File: config.mk
export PLATFORM = sky130hd
export DESIGN_NAME = imem_fetch_unit_flat
export DESIGN_NICKNAME = d
export VERILOG_FILES = /design/src/rtl/imem_fetch_if.sv /design/src/rtl/imem_fetch_unit.sv /design/src/flat_wrapper.sv
export SDC_FILE = /design/constraint.sdc
export NUM_CORES = 2
export LEC_CHECK = 0
export ABC_AREA = 1
export CAP_MARGIN = 0
export CORE_UTILIZATION = 50
export CTS_CLUSTER_SIZE = 14
export DETAILED_ROUTE_END_ITERATION = 8
export GPL_TIMING_DRIVEN = 0
export PLACE_DENSITY = 0.68
export REMOVE_ABC_BUFFERS = 1
export SLEW_MARGIN = 10
export SYNTH_ARGS = -nofsm -noshare
export SYNTH_HDL_FRONTEND = slang
export SYNTH_SLANG_ARGS = --single-unit
File: constraint.sdc
create_clock -name clk -period 2.25 [get_ports clk]
set_input_delay 0.45 -clock clk [delete_from_list [all_inputs] [get_ports clk]]
set_output_delay 0.45 -clock clk [all_outputs]
set_load 0.03 [all_outputs]
File: src/rtl/imem_fetch_if.sv
// Fetch-side request/response bus between the fetch stage (master) and the
// instruction memory (slave). rsp_perr exists only when IMEM_PARITY_EN is defined.
interface imem_fetch_if #(
    parameter int ADDR_W = 8,
    parameter int DATA_W = 8
);
    logic              req_valid;
    logic [ADDR_W-1:0] req_addr;
    logic              req_ready;
    logic              rsp_valid;
    logic              rsp_ready;
    logic [DATA_W-1:0] rsp_instr;
    logic              rsp_err;
    logic [ADDR_W-1:0] rsp_addr;
`ifdef IMEM_PARITY_EN
    logic              rsp_perr;
`endif

    modport master (
        output req_valid, req_addr, rsp_ready,
        input  req_ready, rsp_valid, rsp_instr, rsp_err, rsp_addr
`ifdef IMEM_PARITY_EN
      , input  rsp_perr
`endif
    );

    modport slave (
        input  req_valid, req_addr, rsp_ready,
        output req_ready, rsp_valid, rsp_instr, rsp_err, rsp_addr
`ifdef IMEM_PARITY_EN
      , output rsp_perr
`endif
    );
endinterface

File: src/rtl/imem_fetch_unit.sv
// Run-time loadable instruction memory with BOOT/RUN/DRAIN modes and a 1-cycle
// valid/ready fetch port. Optional per-word even parity: define IMEM_PARITY_EN.
module imem_fetch_unit #(
    parameter int                DATA_W        = 8,
    parameter int                ADDR_W        = 8,
    parameter int                DEPTH         = 256,
    parameter logic [DATA_W-1:0] NOP_INSTR     = {DATA_W{1'b0}},
    parameter bit                BOOT_ON_RESET = 1'b1
) (
    input  logic              clk,
    input  logic              rst_n,
    input  logic              load_start,
    input  logic              load_done,
    input  logic              load_we,
    input  logic [ADDR_W-1:0] load_addr,
    input  logic [DATA_W-1:0] load_data,
    output logic              load_err,
    output logic              boot_mode,
    imem_fetch_if.slave       fetch
);
    localparam int              IDX_W   = (DEPTH > 1) ? $clog2(DEPTH) : 1;
    localparam logic [ADDR_W:0] DEPTH_C = (ADDR_W+1)'(DEPTH);

    typedef enum logic [1:0] {BOOT, RUN, DRAIN} state_t;
    localparam state_t RESET_STATE = BOOT_ON_RESET ? BOOT : RUN;

    function automatic logic in_range(input logic [ADDR_W-1:0] a);
        return {1'b0, a} < DEPTH_C;
    endfunction

    state_t            state;
    logic              rsp_vld_p1;
    logic [DATA_W-1:0] rsp_instr_p1;
    logic              rsp_err_p1;
    logic [ADDR_W-1:0] rsp_addr_p1;
    logic [IDX_W-1:0]  load_idx;
    logic [IDX_W-1:0]  req_idx;
    logic              wr_en;
    logic              accept;

    // Storage is deliberately left out of reset so a loaded program survives it.
    logic [DATA_W-1:0] mem [DEPTH] = '{default: NOP_INSTR};
`ifdef IMEM_PARITY_EN
    logic              par_mem [DEPTH] = '{default: ^NOP_INSTR};
    logic              rsp_perr_p1;
`endif

    assign load_idx = load_addr[IDX_W-1:0];
    assign req_idx  = fetch.req_addr[IDX_W-1:0];
    // rst_n gate drops a write that coincides with an asserted reset.
    assign wr_en    = rst_n & load_we & (state == BOOT) & in_range(load_addr);

    assign fetch.req_ready = (state == RUN) & (~rsp_vld_p1 | fetch.rsp_ready);
    assign accept          = fetch.req_valid & fetch.req_ready;

    always_ff @(posedge clk) begin
        if (wr_en) begin
            mem[load_idx] <= load_data;
`ifdef IMEM_PARITY_EN
            par_mem[load_idx] <= ^load_data;
`endif
        end
    end

    always_ff @(posedge clk or negedge rst_n) begin
        if (!rst_n) begin
            state     <= RESET_STATE;
            boot_mode <= BOOT_ON_RESET;
            load_err  <= 1'b0;
        end else begin
            load_err <= load_we & ~wr_en;
            unique case (state)
                BOOT: begin
                    // A simultaneous load_start keeps us in BOOT.
                    if (load_done && !load_start) begin
                        state     <= RUN;
                        boot_mode <= 1'b0;
                    end
                end
                RUN: begin
                    if (load_start) state <= DRAIN;
                end
                DRAIN: begin
                    if (!rsp_vld_p1 || fetch.rsp_ready) begin
                        state     <= BOOT;
                        boot_mode <= 1'b1;
                    end
                end
                default: begin
                    state     <= RESET_STATE;
                    boot_mode <= BOOT_ON_RESET;
                end
            endcase
        end
    end

    // Stage p1: registered fetch response, held while the consumer stalls.
    always_ff @(posedge clk or negedge rst_n) begin
        if (!rst_n) begin
            rsp_vld_p1   <= 1'b0;
            rsp_instr_p1 <= '0;
            rsp_err_p1   <= 1'b0;
            rsp_addr_p1  <= '0;
`ifdef IMEM_PARITY_EN
            rsp_perr_p1  <= 1'b0;
`endif
        end else if (accept) begin
            rsp_vld_p1  <= 1'b1;
            rsp_addr_p1 <= fetch.req_addr;
            if (in_range(fetch.req_addr)) begin
                rsp_instr_p1 <= mem[req_idx];
                rsp_err_p1   <= 1'b0;
`ifdef IMEM_PARITY_EN
                rsp_perr_p1  <= par_mem[req_idx] ^ (^mem[req_idx]);
`endif
            end else begin
                rsp_instr_p1 <= NOP_INSTR;
                rsp_err_p1   <= 1'b1;
`ifdef IMEM_PARITY_EN
                rsp_perr_p1  <= 1'b0;
`endif
            end
        end else if (fetch.rsp_ready) begin
            rsp_vld_p1 <= 1'b0;
        end
    end

    assign fetch.rsp_valid = rsp_vld_p1;
    assign fetch.rsp_instr = rsp_instr_p1;
    assign fetch.rsp_err   = rsp_err_p1;
    assign fetch.rsp_addr  = rsp_addr_p1;
`ifdef IMEM_PARITY_EN
    assign fetch.rsp_perr  = rsp_perr_p1;
`endif
endmodule
File: src/flat_wrapper.sv
// flat-port wrapper written by rule: the top's interface ports become plain ports
module imem_fetch_unit_flat 
#(
    parameter int                DATA_W        = 8,
    parameter int                ADDR_W        = 8,
    parameter int                DEPTH         = 256,
    parameter logic [DATA_W-1:0] NOP_INSTR     = {DATA_W{1'b0}},
    parameter bit                BOOT_ON_RESET = 1'b1
)
  (clk, rst_n, load_start, load_done, load_we, load_addr, load_data, load_err, boot_mode, fetch_req_valid, fetch_req_addr, fetch_rsp_ready, fetch_req_ready, fetch_rsp_valid, fetch_rsp_instr, fetch_rsp_err, fetch_rsp_addr);
  imem_fetch_if #(.ADDR_W(ADDR_W), .DATA_W(DATA_W)) fetch_i ();
  input  logic clk;
  input  logic rst_n;
  input  logic load_start;
  input  logic load_done;
  input  logic load_we;
  input  logic [ADDR_W-1:0] load_addr;
  input  logic [DATA_W-1:0] load_data;
  output logic load_err;
  output logic boot_mode;
  input wire logic [$bits(fetch_i.req_valid)-1:0] fetch_req_valid;
  input wire logic [$bits(fetch_i.req_addr)-1:0] fetch_req_addr;
  input wire logic [$bits(fetch_i.rsp_ready)-1:0] fetch_rsp_ready;
  output wire logic [$bits(fetch_i.req_ready)-1:0] fetch_req_ready;
  output wire logic [$bits(fetch_i.rsp_valid)-1:0] fetch_rsp_valid;
  output wire logic [$bits(fetch_i.rsp_instr)-1:0] fetch_rsp_instr;
  output wire logic [$bits(fetch_i.rsp_err)-1:0] fetch_rsp_err;
  output wire logic [$bits(fetch_i.rsp_addr)-1:0] fetch_rsp_addr;
  assign fetch_i.req_valid = fetch_req_valid;
  assign fetch_i.req_addr = fetch_req_addr;
  assign fetch_i.rsp_ready = fetch_rsp_ready;
  assign fetch_req_ready = fetch_i.req_ready;
  assign fetch_rsp_valid = fetch_i.rsp_valid;
  assign fetch_rsp_instr = fetch_i.rsp_instr;
  assign fetch_rsp_err = fetch_i.rsp_err;
  assign fetch_rsp_addr = fetch_i.rsp_addr;
  imem_fetch_unit #(.DATA_W(DATA_W), .ADDR_W(ADDR_W), .DEPTH(DEPTH), .NOP_INSTR(NOP_INSTR), .BOOT_ON_RESET(BOOT_ON_RESET)) u_core (.clk(clk), .rst_n(rst_n), .load_start(load_start), .load_done(load_done), .load_we(load_we), .load_addr(load_addr), .load_data(load_data), .load_err(load_err), .boot_mode(boot_mode), .fetch(fetch_i));
endmodule
==> flow_summary.json <==
{
  "outcome": "finished, violations left",
  "violations": "negative setup slack",
  "drt_iter0_drc": 7802,
  "crit_fanout": 8,
  "grt_pass1_vias": 52500,
  "final_nets": 7009,
  "hold_class": "in2reg",
  "initial_core_util_pct": 50.6,
  "core-area_um2": 166000,
  "synth_area_leaders": "edfxtp_1 (73%), nand3_1 (12%), nand2_1 (9.5%)",
  "startpoint_type": "input pin",
  "layout_setup_ws_ps": -85.0,
  "cts_made_buffers": 200,
  "rr_worst_depth": 8,
  "utilization_pct": 58.3,
  "port_buffers": 50,
  "layout.cells.non_filler": 9333,
  "dieArea_um2": 170000,
  "clockRootBuffer": "clkbuf_16",
  "relSlewSlack_pct": 1.55,
  "p_leak_nw": 33.3,
  "hold_viol_final": 0,
  "routabilityCongestion": 0.822,
  "fill_cells": 12700,
  "cp_cell_sequence": "clkdlybuf4s50_1 -> nor2_1 -> inv_1 -> nor2_1 -> nand2_8 -> buf_16 -> nor2_2",
  "die_width_um": 412,
  "hpwlAfterDp_um": 123000,
  "seq_area_um2": 62000,
  "power.density_nw_per_um2": 837,
  "clockBufferDepth": 3,
  "finalWirelength_um": 238000,
  "syn_avg_cell_area_um2": 11.9,
  "dp.cells": 8886,
  "grt_max_degree": 196,
  "pre_cts_slack_ps": -2630,
  "netlist_area_um2": 83900,
  "r2r_end": "u_core.mem[125][5]",
  "grt_pass1_wl_um": 335000,
  "tightest_slew_ps": 1470,
  "syn2layout_area_growth_pct": 15.1,
  "netlist.area_leader.share_pct": 73.3,
  "critPathArrivalTime_ps": 2840,
  "yosysTopAreaCell": "edfxtp_1",
  "rsz0062_at_grt": "true",
  "yosys_register_bits": 2069,
  "required_ps": 2750,
  "finalSetupViolCount": 84,
  "cp_common_cell": "nor2_1",
  "vias": 56400,
  "layout-drive-gt1-share_pct": 11.1,
  "drv_cap": 0,
  "firstDrtPassIters": 6,
  "yosysSeqAreaShare_pct": 73.9,
  "clock_skew_ps": 66.4,
  "cts_tree": "yes",
  "rows": 149,
  "yosys_warnings": 0,
  "netlist_instances": 7069,
  "dieHeight_um": 412,
  "hp-start": "load_data[7]",
  "period_share_pct": 104,
  "achievable-frequency_mhz": 428,
  "tns_ps": -1700,
  "crit_type": "in2reg",
  "cts_max_level": 4,
  "clkTransAtPathRegs_ps": 60,
  "track_usage_pct": 26.5,
  "grt-ovfl-total": 0,
  "hold_end": "u_core.mem[253][7]",
  "max_stage_delay_ps": 560,
  "worst-r2r-setup-slack_ps": -30,
  "drc": 0,
  "ir_drop_uv": 728,
  "end_kind": "register",
  "r2r-start": "u_core.state[1]",
  "power_mw": 80.8,
  "cts_sinks": 2069,
  "ant_nets": 0,
  "multi_input_area_um2": 21400,
  "post_drt_wl_per_cell_um": 25.5,
  "viasPerCell": 6.04,
  "cp_slowest_cell": "clkdlybuf4s50_1",
  "drv_slew": 0,
  "synthDistinctLibCells": 20,
  "insertion_delay_ps": 850,
  "io-pin-count": 52,
  "hold-path-cell-count": 1,
  "antenna_found_initial": 10,
  "finalCriticalPeriod_ps": 2340
}
-- placed cells by master, fill, tap and decap left out, types with 24 or more instances in the layout --
cell type,n
buf_12,36
buf_16,59
clkbuf_1,36
clkbuf_16,222
clkinv_1,61
clkinv_2,37
edfxtp_1,2048
inv_1,35
nand2_1,2100
nand3_1,1980
nand3_2,44
nor2_1,24
nor2_2,93
nor2_4,175
-- critical path: cells and delay by family --
family,cells,cell delay (ps)
AND/OR/NAND/NOR,4,1350
buffers and inverters,3,990
-- report_power, final --
| group | switching [mW] | internal (mW) |
|---|---|---|
| clock network | 14.4 | 18.1 |
| registers | 0.159 | 42.5 |
| logic | 4.20 | 1.52 |
-- worst max path at each step --
stage	from	end	slack [ps]	cells past startpoint
2_1_floorplan	fetch_req_addr[0]	u_core.fetch.rsp_instr[0]	-3860	11
3_3_place_gp	fetch_req_addr[0]	u_core.fetch.rsp_instr[5]	-108910	12
3_5_place_dp	rst_n	u_core.mem[50][4]	-2630	6
4_1_cts	u_core.state[1]	fetch_req_ready	-240	4
5_1_grt	u_core.state[1]	u_core.mem[125][5]	-70	8
6_report	load_addr[3]	u_core.mem[97][6]	-90	7
-- cells by family (layout without fill, tap and decap cells) --
logic type / count (synthesis) / in the layout / synth area share (%)
buf+inv: 531 / 605 / 3.06
compound gates: 13 / 13 / 0.0820
other cells: 1 / 2 / 0.00447
flops: 2069 / 2069 / 73.9
simple gates: 4455 / 4455 / 22.9
-- registers in the layout, summed over array words and instances (netlist names) --
| signal | count |
|---|---|
| u_core.load_err | 1 |
| u_core.boot_mode | 1 |
| u_core.mem | 2048 |
| u_core.fetch.rsp_instr | 8 |
| u_core.state | 2 |
| u_core.fetch.rsp_addr | 8 |
| u_core.fetch.rsp_valid | 1 |
-- metrics by stage --
step	hold WS (ps)	area, µm²
floorplan	154	81500
finish	28.9	96600
global placement	466	84800
global route	36.9	96600
detailed placement	474	86500
CTS	25.8	95500
-- layout make-up --
type	instances	area share, %
multi-input cells	4469	22.2
repair buffers	186	3.89
diodes	1	0.00259
repair inverters	6	0.0726
clock buffers	241	5.41
well taps	2189	2.84
flip-flops and latches	2069	64.2
inverters	46	0.289
clock inverters	126	1.08
-- synthesized netlist by cell type --
library cell,instances
a211oi_1,1
a21oi_1,1
a31oi_1,1
and2_1,1
buf_1,27
buf_2,312
buf_4,37
buf_6,6
clkbuf_1,103
clkinv_1,3
conb_1,1
dfrtp_1,20
dfstp_2,1
edfxtp_1,2048
inv_1,41
inv_4,2
nand2_1,2134
nand3_1,2028
nor2_1,292
o21ai_0,10
-- layer usage --
layer  vias to the layer above  track usage, %  part of all wire [%]
met2                      3436            41.4                    47
met1                     27400            36.7                    38
met4                        12            10.1                   4.0
met3                       560            5.55                    12
met5                         -               0                 0.029
li1                      25000               -                     -
-- timing repair --
item / in CTS / in global routing
gates cloned: 17 / 25
endpoints found under the setup margin: 2077 / 1962
resized for setup: 541 / 69
hold endpoints to repair: 20 / 0
buffers inserted: 23 / 12
pin swaps: 17 / 11
hold buffers: 2 / 0
Power figures use the tool's default switching activity.
